`config.mk`:
```
export PLATFORM = sky130hd
export DESIGN_NAME = id_decode_stage
export DESIGN_NICKNAME = d
export VERILOG_FILES = /design/src/rtl/mips_pkg.sv /design/src/rtl/id_reg_file.sv /design/src/rtl/id_decode_stage.sv
export SDC_FILE = /design/constraint.sdc
export NUM_CORES = 2
export LEC_CHECK = 0
export BUFFER_PORTS_ARGS = -buffer_cell sky130_fd_sc_hd__buf_2
export CORE_ASPECT_RATIO = 1.2
export CORE_MARGIN = 2
export CORE_UTILIZATION = 45
export CTS_CLUSTER_SIZE = 14
export DETAILED_ROUTE_END_ITERATION = 8
export REMOVE_ABC_BUFFERS = 1
export SYNTH_ARGS = -nofsm -noshare
export SYNTH_HDL_FRONTEND = slang
export SYNTH_SLANG_ARGS = --single-unit
export TNS_END_PERCENT = 20
```
`constraint.sdc`:
```
create_clock -name clk -period 44.5 [get_ports clk]
set_input_delay 2.225 -clock clk [delete_from_list [all_inputs] [get_ports clk]]
set_output_delay 2.225 -clock clk [all_outputs]
set_load 0.01 [all_outputs]
```
`src/rtl/mips_pkg.sv`:
```
// Shared datapath widths and instruction field positions for the MIPS pipeline.
// Imported by every stage so field slicing stays consistent.
package mips_pkg;

  localparam int DATA_W     = 32;
  localparam int REG_ADDR_W = 5;
  localparam int IMM_W      = 16;
  localparam int NUM_REGS   = 2 ** REG_ADDR_W;

  localparam int RS_MSB  = 25;
  localparam int RS_LSB  = 21;
  localparam int RT_MSB  = 20;
  localparam int RT_LSB  = 16;
  localparam int IMM_MSB = 15;
  localparam int IMM_LSB = 0;

  localparam logic [REG_ADDR_W-1:0] REG_ZERO = 5'd0;

endpackage

```
`src/rtl/id_reg_file.sv`:
```
// 32x32 general register file: two asynchronous read ports, one synchronous write port,
// asynchronous clear, and WB->ID write-through bypass. Register $0 always reads 0.
module id_reg_file
  import mips_pkg::*;
(
  input  logic                  clk,
  input  logic                  rst,
  input  logic                  we,
  input  logic [REG_ADDR_W-1:0] wr_addr,
  input  logic [DATA_W-1:0]     wr_data,
  input  logic [REG_ADDR_W-1:0] rd_addr1,
  input  logic [REG_ADDR_W-1:0] rd_addr2,
  output logic [DATA_W-1:0]     rd_data1,
  output logic [DATA_W-1:0]     rd_data2
);

  logic [DATA_W-1:0] regs [NUM_REGS];
  logic              write_hit;

  assign write_hit = we && (wr_addr != REG_ZERO);

  // Reset wins over a concurrent write, so a write during reset never lands.
  always_ff @(posedge clk or posedge rst) begin
    if (rst) begin
      for (int i = 0; i < NUM_REGS; i++) begin
        regs[i] <= '0;
      end
    end else if (write_hit) begin
      regs[wr_addr] <= wr_data;
    end
  end

  // Bypass lets a value written back this cycle be seen by ID in the same cycle.
  assign rd_data1 = rst                                ? '0      :
                    (write_hit && rd_addr1 == wr_addr) ? wr_data :
                    (rd_addr1 == REG_ZERO)             ? '0      :
                                                         regs[rd_addr1];

  assign rd_data2 = rst                                ? '0      :
                    (write_hit && rd_addr2 == wr_addr) ? wr_data :
                    (rd_addr2 == REG_ZERO)             ? '0      :
                                                         regs[rd_addr2];

endmodule

```
`src/rtl/id_decode_stage.sv`:
```
// ID stage of the 5-stage MIPS pipeline: register file reads with WB bypass,
// immediate sign extension, branch target computation and early equality flag.
module id_decode_stage
  import mips_pkg::*;
(
  input  logic                  clk,
  input  logic                  rst,
  input  logic                  RegWrite,
  input  logic [DATA_W-1:0]     instruction,
  input  logic [REG_ADDR_W-1:0] write_reg,
  input  logic [DATA_W-1:0]     write_data_reg,
  input  logic [DATA_W-1:0]     pcPlus4,
  output logic [DATA_W-1:0]     inst_extended,
  output logic [DATA_W-1:0]     read_data1_reg,
  output logic [DATA_W-1:0]     read_data2_reg,
  output logic [DATA_W-1:0]     branch_adder_id,
  output logic                  zero
);

  logic [REG_ADDR_W-1:0] rs_addr;
  logic [REG_ADDR_W-1:0] rt_addr;
  logic [IMM_W-1:0]      imm;
  logic                  unused_opcode_bits;

  assign rs_addr = instruction[RS_MSB:RS_LSB];
  assign rt_addr = instruction[RT_MSB:RT_LSB];
  assign imm     = instruction[IMM_MSB:IMM_LSB];

  // Opcode/funct decoding lives in the control unit, not here.
  assign unused_opcode_bits = ^instruction[DATA_W-1:RS_MSB+1];

  id_reg_file u_reg_file (
    .clk      (clk),
    .rst      (rst),
    .we       (RegWrite),
    .wr_addr  (write_reg),
    .wr_data  (write_data_reg),
    .rd_addr1 (rs_addr),
    .rd_addr2 (rt_addr),
    .rd_data1 (read_data1_reg),
    .rd_data2 (read_data2_reg)
  );

  assign inst_extended   = {{(DATA_W-IMM_W){imm[IMM_W-1]}}, imm};
  assign branch_adder_id = pcPlus4 + (inst_extended << 2);
  assign zero            = (read_data1_reg == read_data2_reg);

endmodule

```
==> reports/metrics.yaml <==
power:
  seqPwrFrac_pct: 44.1
  p_per_area_nw_per_um2: 44.5
  p_int_mw: 2.01
  p_switching_mw: 0.779
  ir_drop_mv: 0.0313
  p_sw_share_pct: 28.0
  clkPwrFrac_pct: 33.9
  comb_power_share_pct: 22.0
  finalPower_mw: 2.79
  p_leak_nw: 27.2
sta:
  fin_crit_ps: 10180
  finalHoldViolations: 0
  whs_ps: 377
  finalMaxSlewViolations: 0
  fin_skew_ps: 0
  worst_pin_slew_ps: 1270
  maxSlewHeadroom_pct: 15.2
  fin_tns_setup_ps: 0
  finalCritPeriodShare_pct: 22.9
  fmaxAchievable_mhz: 98.2
  rsz0062_at_grt: "false"
  setup_viol: 0
critical_path:
  critPathSlowestCell: "buf_4"
  cp.arrival_ps: 7960
  path_cells: "buf_8 -> buf_4 -> buf_4 -> buf_4 -> mux4_2 -> mux2i_1 -> a22oi_1 -> a32o_1 -> xnor2_1 -> o2111ai_1 -> nand4b_1 -> nor4_1 -> and4_1 -> buf_2"
  slowest_delay_ps: 690
  cp-start-kind: "primary input"
  crit_type: "primary input to output port"
  required_ps: 42270
  r2r_cells: 1
  cpMostUsedCell: "buf_4"
  critPathMaxFanout: 42
  critPathCaptureType: "output port"
outcome:
  status: "finished, final reports clean"
synth:
  synthCells: 3854
  synth_cell_types: 71
  synth_edf_count: 0
  synth_seq_cells: 1024
  netlist_area_sq_um: 56800
  synth.top_cells.by_area: "dfrtp_1 45%, mux4_2 22%, mux2_2 19%"
  synth.top_cell.area_share_pct: 45.1
  async_flop_share_pct: 100
  synthXorXnorAreaFrac_pct: 0.817
  synthSimpleGateAreaFrac_pct: 3.19
  synth_area_per_cell_sq_um: 14.7
  synth_top_cell_by_area: "dfrtp_1"
  yosysMostFrequentCell: "dfrtp_1"
  synth-compound-area-share_pct: 4.15
  synth-adder-area-share_pct: 0.674
  ys_warn_count: 0
  synth_top_family_by_area: "multiplexers"
  synth_mux_area_share_pct: 42.3
  seq_area_frac_synth_pct: 45.1
  yosys_most_used_dff: "dfrtp_1"
  netlist_top_cells_count: "1,024 x dfrtp_1, 981 x mux2_2, 560 x mux4_2, 279 x clkbuf_1, 122 x nand2_1"
grt:
  grt_pass1_vias: 37641
  grt_antenna_before_repair: 13
  grt_overflow: 0
  grt_usage_pct: 30.0
  grt_pass1_wl_mm: 278
  grt_max_degree: 156
hold_path:
  min-delay-path-class: "register to register"
  hold_depth: 0
place:
  dp.cells: 5382
  numPortBuffers: 222
  dp_hpwl_mm: 110
  gp_congestion: 0.876
cells_and_area:
  fillers: 10725
  multiInputGateArea_sq_um: 29300
  layout.cells.non_filler: 5582
  top_regs: "u_reg_file.regs x1024"
  final_nets: 3968
  seq_area_sq_um: 25600
  drive_gt1_share_pct: 53.5
  area_growth_syn_to_layout_pct: 10.3
  largest_register: "u_reg_file.regs"
  largest_register_ffs: 1024
die:
  die_h_microns: 393
  pin_count: 233
  core_area_sq_um: 125000
  die_area_sq_um: 129000
  die_width_microns: 328
  initial_utilization_pct: 45.4
  rows: 142
detailed_routing:
  antenna_left: 0
  routedWlPerCell_microns: 34.4
  drt-total-wl_mm: 192
  drc: 0
  vias: 37241
  drtPass1Iterations: 6
  drtIter0Drc: 4041
  viasPerCell: 6.67
clock_tree:
  clock_sinks: 1024
  ctsResizeCount: 0
  cts_root_buffer: "clkbuf_16"
  clkLatencyLatePin_ps: 700
  cts_tree: "yes"
  clk_path_buf_depth: 3
  cts_buffers: 106
  hold_buffers: 0
  h-tree-depth: 3
  path_clk_slew_ps: 70
  cts_setup_buffers: 0
flow_run:
  maxCapViolCount: 0
==> final cells by class <==
cell class | count | share of cell area, %
Sequential cell | 1024 | 40.9
Clock buffer | 147 | 4.91
Antenna cell | 4 | 0.0160
Clock inverter | 49 | 0.905
Tap cell | 1656 | 3.31
Multi-Input combinational cell | 2363 | 46.8
Timing Repair Buffer | 320 | 3.08
Inverter | 19 | 0.126
==> critical path, delay by kind of cell <==
family          cells  cell delay (ps)
mux                 2              880
buf+inv             5             2500
compound gates      3              780
simple gates        3             1090
xor+xnor            1              280
==> power groups by stage <==
stage | registers, mW | logic [mW] | clock network (mW)
final | 1.23 | 0.613 | 0.946
after global routing | 1.25 | 0.654 | 0.997
after CTS | 1.22 | 0.614 | 0.959
after detailed placement | 1.24 | 0.612 | 0
after global placement | 1.23 | 0.602 | 0
after floorplan | 1.21 | 0.439 | 0
==> final timing paths <==
path	to	from	slack (ps)
max reg2reg	u_reg_file.regs[442]	u_reg_file.regs[442]	43700
min reg2reg	u_reg_file.regs[1017]	u_reg_file.regs[1017]	380
max	zero	instruction[16]	34320
min in group asynchronous	u_reg_file.regs[467]	rst	2010
min	u_reg_file.regs[1017]	u_reg_file.regs[1017]	380
max in group asynchronous	u_reg_file.regs[885]	rst	38910
==> metal layers <==
layer  share of wire [%]  up-vias  track usage (%)
li1                    -    14854                -
met1                  41    20298             41.4
met2                  47     1688             47.2
met3                 8.0      395             5.64
met4                 4.1        6             11.8
met5               0.023        -                0
==> metrics by stage <==
step                utilization (%)  setup WS [ps]  area (sq um)
global placement               47.2          34160         59000
global route                   50.1          33960         62700
floorplan                         -           6500         54700
CTS                            50.1          34170         62600
detailed placement             47.2          34190         59000
finish                         50.1          34320         62700
==> cells in the final DEF, fill, tap and decap left out, drive strengths merged, types with 29 or more instances in the layout <==
| cell type | instances |
|---|---|
| xnor2 | 39 |
| clkinv | 31 |
| mux2 | 981 |
| mux4 | 560 |
| o21ai | 60 |
| dfrtp | 1024 |
| a22oi | 62 |
| ha | 29 |
| clkbuf | 147 |
| nand3 | 34 |
| a21oi | 50 |
| buf | 320 |
| nor2 | 67 |
| nand2 | 122 |
| mux2i | 36 |
| o22ai | 35 |
==> kinds of logic after synthesis <==
kind of cell    after synthesis
simple gates                364
flops                      1024
buf+inv                     467
xor+xnor                     53
fa+ha+maj                    30
compound gates              339
mux                        1577
Note: power is estimated with default switching activity, not from simulation.
